**src/rtl/mem_port_arbiter_if.sv**
```systemverilog
// mem_port_arbiter_if: fetch, data and memory signals around mem_port_arbiter.
// Ports: none; signals grouped per requester; slave = arbiter side, master = pipeline/memory side.
interface mem_port_arbiter_if;
    logic       f_req;
    logic [7:0] f_addr;
    logic       f_gnt;
    logic       f_valid;
    logic [7:0] f_instr;
    logic [7:0] f_imm;
    logic       f_imm_en;
    logic       d_req;
    logic       d_we;
    logic [7:0] d_addr;
    logic [7:0] d_wdata;
    logic       d_gnt;
    logic       d_valid;
    logic [7:0] d_rdata;
    logic [7:0] m_addr;
    logic       m_we;
    logic [7:0] m_wdata;
    logic [7:0] m_rdata;
    modport slave (
        input  f_req, f_addr, d_req, d_we, d_addr, d_wdata, m_rdata,
        output f_gnt, f_valid, f_instr, f_imm, f_imm_en,
               d_gnt, d_valid, d_rdata, m_addr, m_we, m_wdata
    );
    modport master (
        output f_req, f_addr, d_req, d_we, d_addr, d_wdata, m_rdata,
        input  f_gnt, f_valid, f_instr, f_imm, f_imm_en,
               d_gnt, d_valid, d_rdata, m_addr, m_we, m_wdata
    );
endinterface

```
**src/rtl/mem_port_arbiter.sv**
```systemverilog
// mem_port_arbiter: shares one 256x8 memory between fetch (with two-byte immediate fetch) and data accesses.
// Ports: clk, rst (sync, active-low), bus (mem_port_arbiter_if.slave: fetch f_*, data d_*, memory m_*).
// Optional macro ARB_STARVE_GUARD_EN: after STARVE_MAX data grants with fetch waiting, fetch wins once.
module mem_port_arbiter #(
    parameter logic [3:0] IMM_OPC    = 4'hC,
    parameter int         STARVE_MAX = 3
) (
    input logic              clk,
    input logic              rst,
    mem_port_arbiter_if.slave bus
);
    typedef enum logic {IDLE, IMM} state_t;
    state_t     state, state_n;
    logic [7:0] imm_addr, opc;
    logic       gnt_f, gnt_d, f_force, is_imm;

    if (STARVE_MAX < 1 || STARVE_MAX > 15) begin : g_bad_starve_max
        $error("STARVE_MAX must be within 1..15");
    end

`ifdef ARB_STARVE_GUARD_EN
    logic [3:0] starve;
    assign f_force = starve == 4'(STARVE_MAX) && bus.f_req && bus.d_req;
    always_ff @(posedge clk)
        if (!rst || gnt_f || !bus.f_req) starve <= 4'd0;
        else if (gnt_d) starve <= starve + 4'd1;
`else
    assign f_force = 1'b0;
`endif

    // Opcode byte is on m_rdata during the fetch grant; its high nibble picks the two-byte path.
    assign is_imm = gnt_f && bus.m_rdata[7:4] == IMM_OPC;

    always_comb begin
        gnt_d       = rst && state == IDLE && bus.d_req && !f_force;
        gnt_f       = rst && state == IDLE && bus.f_req && !gnt_d;
        bus.f_gnt   = gnt_f;
        bus.d_gnt   = gnt_d;
        bus.m_we    = gnt_d && bus.d_we;
        bus.m_wdata = bus.m_we ? bus.d_wdata : 8'h00;
        bus.m_addr  = state == IMM ? imm_addr : gnt_d ? bus.d_addr : gnt_f ? bus.f_addr : 8'h00;
    end

    always_comb begin
        state_n = state == IDLE && is_imm ? IMM : IDLE;
    end

    always_ff @(posedge clk) begin
        if (!rst) begin
            state        <= IDLE;
            imm_addr     <= 8'h00;
            opc          <= 8'h00;
            bus.f_valid  <= 1'b0;
            bus.f_instr  <= 8'h00;
            bus.f_imm    <= 8'h00;
            bus.f_imm_en <= 1'b0;
            bus.d_valid  <= 1'b0;
            bus.d_rdata  <= 8'h00;
        end else begin
            state       <= state_n;
            bus.f_valid <= (gnt_f && !is_imm) || state == IMM;
            bus.d_valid <= gnt_d;
            // Opcode is staged privately so f_instr only changes together with f_valid.
            if (gnt_f) begin
                opc      <= bus.m_rdata;
                imm_addr <= bus.f_addr + 8'd1;
            end
            if (gnt_f && !is_imm) begin
                bus.f_instr  <= bus.m_rdata;
                bus.f_imm    <= 8'h00;
                bus.f_imm_en <= 1'b0;
            end
            if (state == IMM) begin
                bus.f_instr  <= opc;
                bus.f_imm    <= bus.m_rdata;
                bus.f_imm_en <= 1'b1;
            end
            if (gnt_d && !bus.d_we) bus.d_rdata <= bus.m_rdata;
        end
    end
endmodule

```
**src/flat_wrapper.sv**
```systemverilog
// flat-port wrapper written by rule: the top's interface ports become plain ports
module mem_port_arbiter_flat 
#(
    parameter logic [3:0] IMM_OPC    = 4'hC,
    parameter int         STARVE_MAX = 3
)
  (clk, rst, bus_f_req, bus_f_addr, bus_d_req, bus_d_we, bus_d_addr, bus_d_wdata, bus_m_rdata, bus_f_gnt, bus_f_valid, bus_f_instr, bus_f_imm, bus_f_imm_en, bus_d_gnt, bus_d_valid, bus_d_rdata, bus_m_addr, bus_m_we, bus_m_wdata);
  mem_port_arbiter_if bus_i ();
  input logic clk;
  input logic rst;
  input wire logic [$bits(bus_i.f_req)-1:0] bus_f_req;
  input wire logic [$bits(bus_i.f_addr)-1:0] bus_f_addr;
  input wire logic [$bits(bus_i.d_req)-1:0] bus_d_req;
  input wire logic [$bits(bus_i.d_we)-1:0] bus_d_we;
  input wire logic [$bits(bus_i.d_addr)-1:0] bus_d_addr;
  input wire logic [$bits(bus_i.d_wdata)-1:0] bus_d_wdata;
  input wire logic [$bits(bus_i.m_rdata)-1:0] bus_m_rdata;
  output wire logic [$bits(bus_i.f_gnt)-1:0] bus_f_gnt;
  output wire logic [$bits(bus_i.f_valid)-1:0] bus_f_valid;
  output wire logic [$bits(bus_i.f_instr)-1:0] bus_f_instr;
  output wire logic [$bits(bus_i.f_imm)-1:0] bus_f_imm;
  output wire logic [$bits(bus_i.f_imm_en)-1:0] bus_f_imm_en;
  output wire logic [$bits(bus_i.d_gnt)-1:0] bus_d_gnt;
  output wire logic [$bits(bus_i.d_valid)-1:0] bus_d_valid;
  output wire logic [$bits(bus_i.d_rdata)-1:0] bus_d_rdata;
  output wire logic [$bits(bus_i.m_addr)-1:0] bus_m_addr;
  output wire logic [$bits(bus_i.m_we)-1:0] bus_m_we;
  output wire logic [$bits(bus_i.m_wdata)-1:0] bus_m_wdata;
  assign bus_i.f_req = bus_f_req;
  assign bus_i.f_addr = bus_f_addr;
  assign bus_i.d_req = bus_d_req;
  assign bus_i.d_we = bus_d_we;
  assign bus_i.d_addr = bus_d_addr;
  assign bus_i.d_wdata = bus_d_wdata;
  assign bus_i.m_rdata = bus_m_rdata;
  assign bus_f_gnt = bus_i.f_gnt;
  assign bus_f_valid = bus_i.f_valid;
  assign bus_f_instr = bus_i.f_instr;
  assign bus_f_imm = bus_i.f_imm;
  assign bus_f_imm_en = bus_i.f_imm_en;
  assign bus_d_gnt = bus_i.d_gnt;
  assign bus_d_valid = bus_i.d_valid;
  assign bus_d_rdata = bus_i.d_rdata;
  assign bus_m_addr = bus_i.m_addr;
  assign bus_m_we = bus_i.m_we;
  assign bus_m_wdata = bus_i.m_wdata;
  mem_port_arbiter #(.IMM_OPC(IMM_OPC), .STARVE_MAX(STARVE_MAX)) u_core (.clk(clk), .rst(rst), .bus(bus_i));
endmodule
```
**config.mk**
```make
export PLATFORM = sky130hd
export DESIGN_NAME = mem_port_arbiter_flat
export DESIGN_NICKNAME = d
export VERILOG_FILES = /design/src/rtl/mem_port_arbiter_if.sv /design/src/rtl/mem_port_arbiter.sv /design/src/flat_wrapper.sv
export SDC_FILE = /design/constraint.sdc
export NUM_CORES = 1
export LEC_CHECK = 0
export CAP_MARGIN = 20
export CORE_ASPECT_RATIO = 1.4
export CORE_MARGIN = 1.5
export CORE_UTILIZATION = 46
export DETAILED_ROUTE_END_ITERATION = 10
export PLACE_DENSITY = 0.84
export SYNTH_ARGS = -nofsm -noshare
export SYNTH_HDL_FRONTEND = slang
export SYNTH_SLANG_ARGS = --single-unit
```
**constraint.sdc**
```tcl
create_clock -name clk -period 2.4 [get_ports clk]
set_input_delay 0.24 -clock clk [delete_from_list [all_inputs] [get_ports clk]]
set_output_delay 0.24 -clock clk [all_outputs]
set_load 0.02 [all_outputs]
```
**Word level (Yosys, flattened, before mapping)**

Index checks and enable logic that the tools add are counted.

- Bits in registers: 44
- Bits in latches: 0
- Bits in writable memories: 0
- ROM bits: 0
- Input bits: 37
- Output and inout port bits: 46
- Word-level logic and storage cells: 37
- Memories: 0

- Add/sub/neg operators: 1
- $mul: 0
- Divide/modulo/power cells: 0
- Order comparisons: 0
- Equality and inequality tests: 1
- Shift-type cells: 0
- Muxes and demuxes: 11
- Bitwise logic cells: 1
- Reductions and logical operators: 14

Operators with widths:

| operator | number |
|---|---|
| $mux 8 | 8 |
| $logic_and 1x1->1 | 9 |
| $add 8x1->8 const B | 1 |
| $eq 4x4->1 const B | 1 |
| $logic_not 1->1 | 3 |
| $mux 1 | 3 |
| $reduce_bool 2->1 | 1 |
| $logic_or 1x1->1 | 1 |
| $not 1->1 | 1 |

**Depth between registers and ports, before layout**

Gate-level depths: netlist of run 1.

- Depth in word-level cells: 10
- Mapped depth: 8
- Mapped depth without buffers: 4

**Worst setup path after synthesis of run 1**

OpenSTA, ideal clock, no wires.

- Path kind: reg2out
- Start point: reg u_core.state
- End point: out bus_m_addr[5]
- Arrival time: 1.291 ns
- Data required time: 2.160 ns
- Setup slack: 0.869 ns
- Stages on the path, launching flop included: 7
- Buffers on the path: 2
- Path through: dfxtp_1 nand4bb_1 buf_4 inv_2 buf_6 a222oi_1 inv_1

- Word-level cells in the longest chain between the ends: 8
- Elaborated cells between the ends (all ways): 9
- Those cells by class: mux: 3; bitwise: 1; reduce/logical: 5

RTL lines:

| item | line | text |
|---|---|---|
| start: declaration | mem_port_arbiter.sv:13 | `state_t state, state_n;` |
| start signal: assignment | mem_port_arbiter.sv:60 | `state <= state_n;` |
| $not 1->1 | mem_port_arbiter.sv:35, mem_port_arbiter.sv:36 |  |
| $logic_and 1x1->1 | mem_port_arbiter.sv:35, mem_port_arbiter.sv:36 |  |
| $logic_and 1x1->1 | mem_port_arbiter.sv:35 | `gnt_d = rst && state == IDLE && bus.d_req && !f_force;` |
| $logic_not 1->1 | mem_port_arbiter.sv:36 | `gnt_f = rst && state == IDLE && bus.f_req && !gnt_d;` |
| $logic_and 1x1->1 | mem_port_arbiter.sv:36 |  |
| $mux 8 (2 in series) | mem_port_arbiter.sv:41 | `bus.m_addr = state == IMM ? imm_addr : gnt_d ? bus.d_addr : gnt_f ? bus.f_addr : 8'h00;` |
| $mux 8 * | mem_port_arbiter.sv:41 |  |
| end: declaration | flat_wrapper.sv:26 | `output wire logic [$bits(bus_i.m_addr)-1:0] bus_m_addr;` |

Mark *: on every way between the ends. The rest lies on a longest branch, timed or not.

**Worst setup path in the final report of run 1**

- Start point: in bus_d_req
- End point: out bus_m_addr[3]

- Word-level cells in the longest chain between the ends: 6

RTL lines:

| item | line | text |
|---|---|---|
| start: declaration | flat_wrapper.sv:13 | `input wire logic [$bits(bus_i.d_req)-1:0] bus_d_req;` |
| $logic_and 1x1->1 * | mem_port_arbiter.sv:35 |  |
| $logic_not 1->1 | mem_port_arbiter.sv:36 |  |
| $logic_and 1x1->1 | mem_port_arbiter.sv:36 |  |
| $mux 8 | mem_port_arbiter.sv:41 |  |
| $mux 8 * (2 in series) | mem_port_arbiter.sv:41 |  |

Marks and branches as above.

==> results.yml, run 1 <==
global_route:
  grt_max_degree: 36
  track_usage: 0.226
  grt_overflow: 0
  antenna_found_initial: 0
  grt_first_pass_wirelength_um: 8550
  grt_pass1_vias: 1937
pwr:
  power.total_mw: 1.49
  ir_drop_mv: 0.513
  power.density_mw_per_mm2: 492
  p_leak_nw: 1.21
detailed_routing:
  via_per_inst: 5.37
  drtIter0Drc: 125
  drc: 0
  wl_per_cell_um: 14.3
  wirelength_um: 5390
  ant_nets: 0
  dr.pass1.iters: 5
  via_count: 2028
clock_tree:
  cts_root_buf: "clkbuf_8"
  cts_setup_buffers: 0
  cts_tree: "done"
  htreeDepth: 2
  cts_buffer_depth: 2
  holdBufCountCts: 0
  cts_resized: 1
  clk_latency_ns: 0.29
  cts_buffers: 5
  clock_sinks: 44
  cts.clk_slew.worst_paths_ns: 0.08
setup_path:
  max_stage_delay_ns: 0.54
  worstPathBufferInverterCount: 4
  arrival_ns: 2.04
  endpoint_kind: "output pin"
  crit_family: "buffers and inverters"
  path_cells: "clkdlybuf4s50_1 -> nand4bb_1 -> inv_2 -> a222oi_1 -> inv_1 -> clkdlybuf4s50_1"
  start_kind: "input pin"
  crit-reg2reg-launch: "u_core.state"
  cpMostUsedCell: "clkdlybuf4s50_1"
  rrSetupSlack_ns: 0.80
  r2r_end: "u_core.bus.d_rdata[5]"
  worst-path-max-fanout: 11
  endpoint: "bus_m_addr[3]"
  crit_type: "input pin to output pin"
  required_ns: 2.16
  path_depth: 6
  startpoint: "bus_d_req"
  slowest_stage: "clkdlybuf4s50_1"
  reg2regPathDepth: 4
outcome:
  status: "finished clean"
die:
  start_util: 0.487
  num_rows: 28
  die_w_um: 59.9
  core-area_sq_mm: 0.00427
  io_pins: 83
  die_area_sq_mm: 0.00494
  die_h_um: 82.6
hold_path:
  hp-class: "register to register"
  worstHoldPathCells: 2
  min_from: "u_core.opc[5]"
yosys:
  ys_seq_area_frac: 0.423
  syn-cell-area_sq_mm: 0.00208
  synth_cell_types: 34
  synthDominantCellAreaShare: 0.423
  synth.most_common_cell: "dfxtp_1"
  synthFlopType: "dfxtp_1"
  ys.warnings.count: 0
  synth_commonest_cells: "44 x dfxtp_1, 33 x nand2_1, 21 x o21ai_0"
  synth-edff-count: 0
  synth-seq-cells: 44
  yosysTopAreaCell: "dfxtp_1"
  synth.area.top_cells: "dfxtp_1 42%, mux2i_1 6.7%, nand2_1 5.9%"
  synthArstFlopShare: 0
  syn_inst: 240
  synth_fp_nets: 278
  syn_avg_cell_area_sq_um: 8.67
timing:
  drv_slew: 0
  clock.fmax_mhz: 438
  whs_ns: 0.451
  grt_setup_unrepaired: "no"
  fin_crit_ns: 2.28
  setup_viol: 0
  tns_ns: 0
  slew_headroom: 0.768
  fin_ws_ns: 0.116
  worst_pin_slew_ns: 0.348
  skew_ns: 0.00625
  hold_viol: 0
  fin_crit_sh: 0.952
layout:
  syn2layout_area_growth_pct: 45.6
  stdcell_count: 378
  diodes: 0
  layout-drive-gt1-share: 0.0566
  fin_nets: 355
place:
  gp_congestion: 0.797
  port_buffers: 82
  dp_hpwl_um: 3870
  dp_cells: 370
  dpl_worst_slack_ns: 0.121
flow_run:
  drv_cap: 0
[worst register-to-register path, cell delays in order (launching register included)]
cell	delay (ns)
dfxtp_4	0.39
buf_4	0.25
and4bb_2	0.56
mux2i_1	0.23
nor2b_1	0.06
[sequential cells by signal, indices dropped and copies added (netlist names)]
name / count
u_core.bus.d_rdata: 8
u_core.bus.f_imm: 8
u_core.bus.f_instr: 8
u_core.imm_addr: 8
u_core.opc: 8
u_core.bus.d_valid: 1
u_core.bus.f_imm_en: 1
u_core.bus.f_valid: 1
u_core.state: 1
[layout make-up]
| type | instances | area [sq um] |
|---|---|---|
| timing repair buffer | 89 | 886 |
| clock inverter | 1 | 8.76 |
| tap | 60 | 75.1 |
| sequential | 44 | 885 |
| multi-input combinational | 166 | 1060 |
| inverter | 11 | 41.3 |
| clock buffer | 7 | 76.3 |
| fill | 354 | 1240 |
[worst min path at each step]
stage | end | slack [ns]
4_1_cts | u_core.opc[5] | 0.45
6_report | u_core.opc[5] | 0.45
3_3_place_gp | u_core.opc[2] | 0.44
3_5_place_dp | u_core.opc[1] | 0.44
2_1_floorplan | u_core.imm_addr[0] | 0.33
5_1_grt | u_core.opc[1] | 0.47
[stage by stage]
step,area [sq um],util
6_report,3030,0.709
5_1_grt,3030,0.709
4_1_cts,3030,0.709
3_5_place_dp,2940,0.689
3_3_place_gp,2940,0.689
2_1_floorplan,2080,-
[layout by cell type (no fill, tap or decap), drive strengths merged, types with 2 or more instances in the layout]
cell,synthesis,layout
nand4bb,2,2
a31oi,2,2
mux2i,14,14
and2b,2,2
clkdlybuf4s50,0,82
nand2b,6,6
a21boi,9,9
dfxtp,44,44
nand3,18,18
and4bb,2,2
and3,8,8
a222oi,8,8
inv,11,11
o211ai,7,7
buf,11,7
or3,2,2
clkbuf,8,7
o21ai,21,21
nor2b,16,16
a21oi,4,4
and3b,2,2
nand2,33,33
xor2,2,2
[where the power goes]
part           switching, mW  total, mW  internal (mW)  leakage (nW)
Combinational          0.130      0.274          0.145         0.806
Sequential            0.0131      0.769          0.756         0.359
Clock                  0.239      0.447          0.208        0.0424
Total                  0.382       1.49           1.11          1.21
[per-layer routing]
layer  global-route usage  part of all wire  vias to the layer above
met1                0.251              0.41                      947
met3               0.0514             0.053                        2
met5                    0                 0                        -
li1                     -                 -                     1003
met2                0.411              0.53                       76
met4               0.0800            0.0074                        0
[kinds of logic (layout without fill, tap and decap cells)]
kind of cell	after synthesis	count (layout)	synth area share
AND/OR/NAND/NOR	96	96	0.252
AO/OA/AOI/OAI	52	52	0.171
flip-flops	44	44	0.423
buffers and inverters	30	108	0.0679
multiplexers	14	14	0.0673
XOR/XNOR	3	3	0.0126
adder cells (fa/ha/maj)	1	1	0.00601
(Power assumes the default switching activity.)
==> run 2: changes to the inputs <==
--- a/config.mk
+++ b/config.mk
@@ -9,6 +9,7 @@
 export CORE_ASPECT_RATIO = 1.4
 export CORE_MARGIN = 1.5
 export CORE_UTILIZATION = 46
+export CTS_CLUSTER_DIAMETER = 150
 export DETAILED_ROUTE_END_ITERATION = 10
 export PLACE_DENSITY = 0.84
 export SYNTH_ARGS = -nofsm -noshare
==> results of run 2 <==
No change in the layout: final DEF, timing and power equal those of run 1.
==> run 3: changes to the inputs <==
--- a/config.mk
+++ b/config.mk
@@ -5,11 +5,13 @@
 export SDC_FILE = /design/constraint.sdc
 export NUM_CORES = 1
 export LEC_CHECK = 0
+export ABC_CLOCK_PERIOD_IN_PS = 2950
 export CAP_MARGIN = 20
 export CORE_ASPECT_RATIO = 1.4
 export CORE_MARGIN = 1.5
 export CORE_UTILIZATION = 46
 export CTS_CLUSTER_DIAMETER = 150
+export CTS_CLUSTER_SIZE = 16
 export DETAILED_ROUTE_END_ITERATION = 10
 export PLACE_DENSITY = 0.84
 export SYNTH_ARGS = -nofsm -noshare
==> constraint.sdc (replaced) <==
create_clock -name clk -period 2.95 [get_ports clk]
set_input_delay 0.295 -clock clk [delete_from_list [all_inputs] [get_ports clk]]
set_output_delay 0.295 -clock clk [all_outputs]
set_load 0.02 [all_outputs]
==> results.yml, run 3 (synthesis gave the netlist of run 1 again) <==
setup_path:
  endpoint_kind: "output pin"
  start_kind: "register"
  crit_type: "register to output pin"
  max_stage_delay_ns: 0.57
  crit_family: "buffers and inverters"
  worstPathBufferInverterCount: 3
  arrival_ns: 2.22
  required_ns: 2.65
  path_cells: "nand4bb_1 -> inv_2 -> a222oi_1 -> inv_1 -> clkdlybuf4s50_1"
  slowest_stage: "dfxtp_1"
  worst-path-max-fanout: 21
pwr:
  power.density_mw_per_mm2: 411
  p_leak_nw: 1.19
  power.total_mw: 1.24
  ir_drop_mv: 0.309
layout:
  final_cell_mix: "82 x clkdlybuf4s50_1, 44 x dfxtp_1, 33 x nand2_1"
  fin_nets: 353
  syn2layout_area_growth_pct: 44.5
  layout_commonest_cell: "clkdlybuf4s50_1"
  diodes: 0
  layout-drive-gt1-share: 0.0506
detailed_routing:
  dr.pass1.iters: 5
  wirelength_um: 5310
  via_per_inst: 5.30
  wl_per_cell_um: 14.1
  via_count: 1994
  ant_nets: 0
  drc: 0
  drtIter0Drc: 94
die:
  start_util: 0.487
  io_pins: 83
  die_h_um: 82.6
  num_rows: 28
  die_w_um: 59.9
  die_area_sq_mm: 0.00494
  core-area_sq_mm: 0.00427
timing:
  drv_slew: 0
  worst_pin_slew_ns: 0.538
  tns_ns: 0
  grt_setup_unrepaired: "no"
  clock.fmax_mhz: 397
  fin_crit_ns: 2.52
  slew_headroom: 0.641
  fin_crit_sh: 0.854
  setup_viol: 0
  skew_ns: 0.00782
  hold_viol: 0
clock_tree:
  cts_buffers: 5
  cts_resized: 0
  cts_tree: "done"
  holdBufCountCts: 0
  htreeDepth: 2
  cts_setup_buffers: 0
  cts.clk_slew.worst_paths_ns: 0.08
  cts_buffer_depth: 2
  clk_latency_ns: 0.30
  cts_root_buf: "clkbuf_8"
  clock_sinks: 44
flow_run:
  drv_cap: 0
global_route:
  grt_overflow: 0
  grt_first_pass_wirelength_um: 8330
  track_usage: 0.222
  antenna_found_initial: 0
  grt_max_degree: 35
  grt_pass1_vias: 1814
place:
  gp_congestion: 0.809
  port_buffers: 82
  dp_hpwl_um: 3760
hold_path:
  hp-class: "register to register"
outcome:
  status: "finished clean"
==> run 3: changes by cell type in the layout (fill, tap and decap cells not counted) <==
| cell | change |
|---|---|
| dfxtp_4 | -1 |
| clkbuf_1 | -1 |
| dfxtp_1 | +1 |
| buf_4 | -1 |
| clkbuf_8 | +1 |
| buf_12 | -1 |
| clkinvlp_4 | +1 |
| clkinv_4 | -1 |
==> run 3: final timing paths <==
kind	cells past startpoint	end	slack (ns)	from
max	5	bus_m_addr[5]	0.43	u_core.state
min	2	u_core.opc[4]	0.45	u_core.opc[4]
max reg2reg	5	u_core.bus.f_instr[1]	1.12	u_core.state
min reg2reg	2	u_core.opc[4]	0.45	u_core.opc[4]
==> run 3: area by class of cell <==
class | count | area (sq um)
Fill cell | 351 | 1260
Multi-Input combinational cell | 166 | 1060
Sequential cell | 44 | 881
Timing Repair Buffer | 87 | 858
Clock buffer | 7 | 86.3
Tap cell | 60 | 75.1
Inverter | 11 | 41.3
Clock inverter | 1 | 7.51
==> run 3: worst reg2reg max path: stages, from the launching register on <==
cell and delay [ns]:
dfxtp_1 0.57, nand4bb_1 0.23, inv_2 0.16, buf_4 0.23, a21oi_4 0.32, mux2i_1 0.25
==> run 3: metal layers <==
layer,global-route usage,vias to the layer above,part of all wire
li1,-,989,-
met1,0.248,933,0.40
met2,0.404,65,0.53
met3,0.0389,7,0.056
met4,0.0956,0,0.018
met5,0,-,0
==> run 3: per-stage QoR <==
| step | instances | worst slack [ns] | hold WS [ns] | utilization | instance area [sq um] |
|---|---|---|---|---|---|
| global route | 376 | 0.265 | 0.475 | 0.704 | 3010 |
| global placement | 368 | 0.524 | 0.436 | 0.682 | 2920 |
| CTS | 376 | 0.429 | 0.454 | 0.704 | 3010 |
| finish | 376 | 0.431 | 0.453 | 0.704 | 3010 |
| floorplan | 240 | 1.36 | 0.385 | - | 2080 |
| detailed placement | 368 | 0.510 | 0.441 | 0.682 | 2920 |
==> run 3: power breakdown <==
group | leakage [nW] | internal, mW | switching, mW
clock network | 0.0445 | 0.190 | 0.204
registers | 0.358 | 0.616 | 0.0108
logic | 0.792 | 0.114 | 0.104
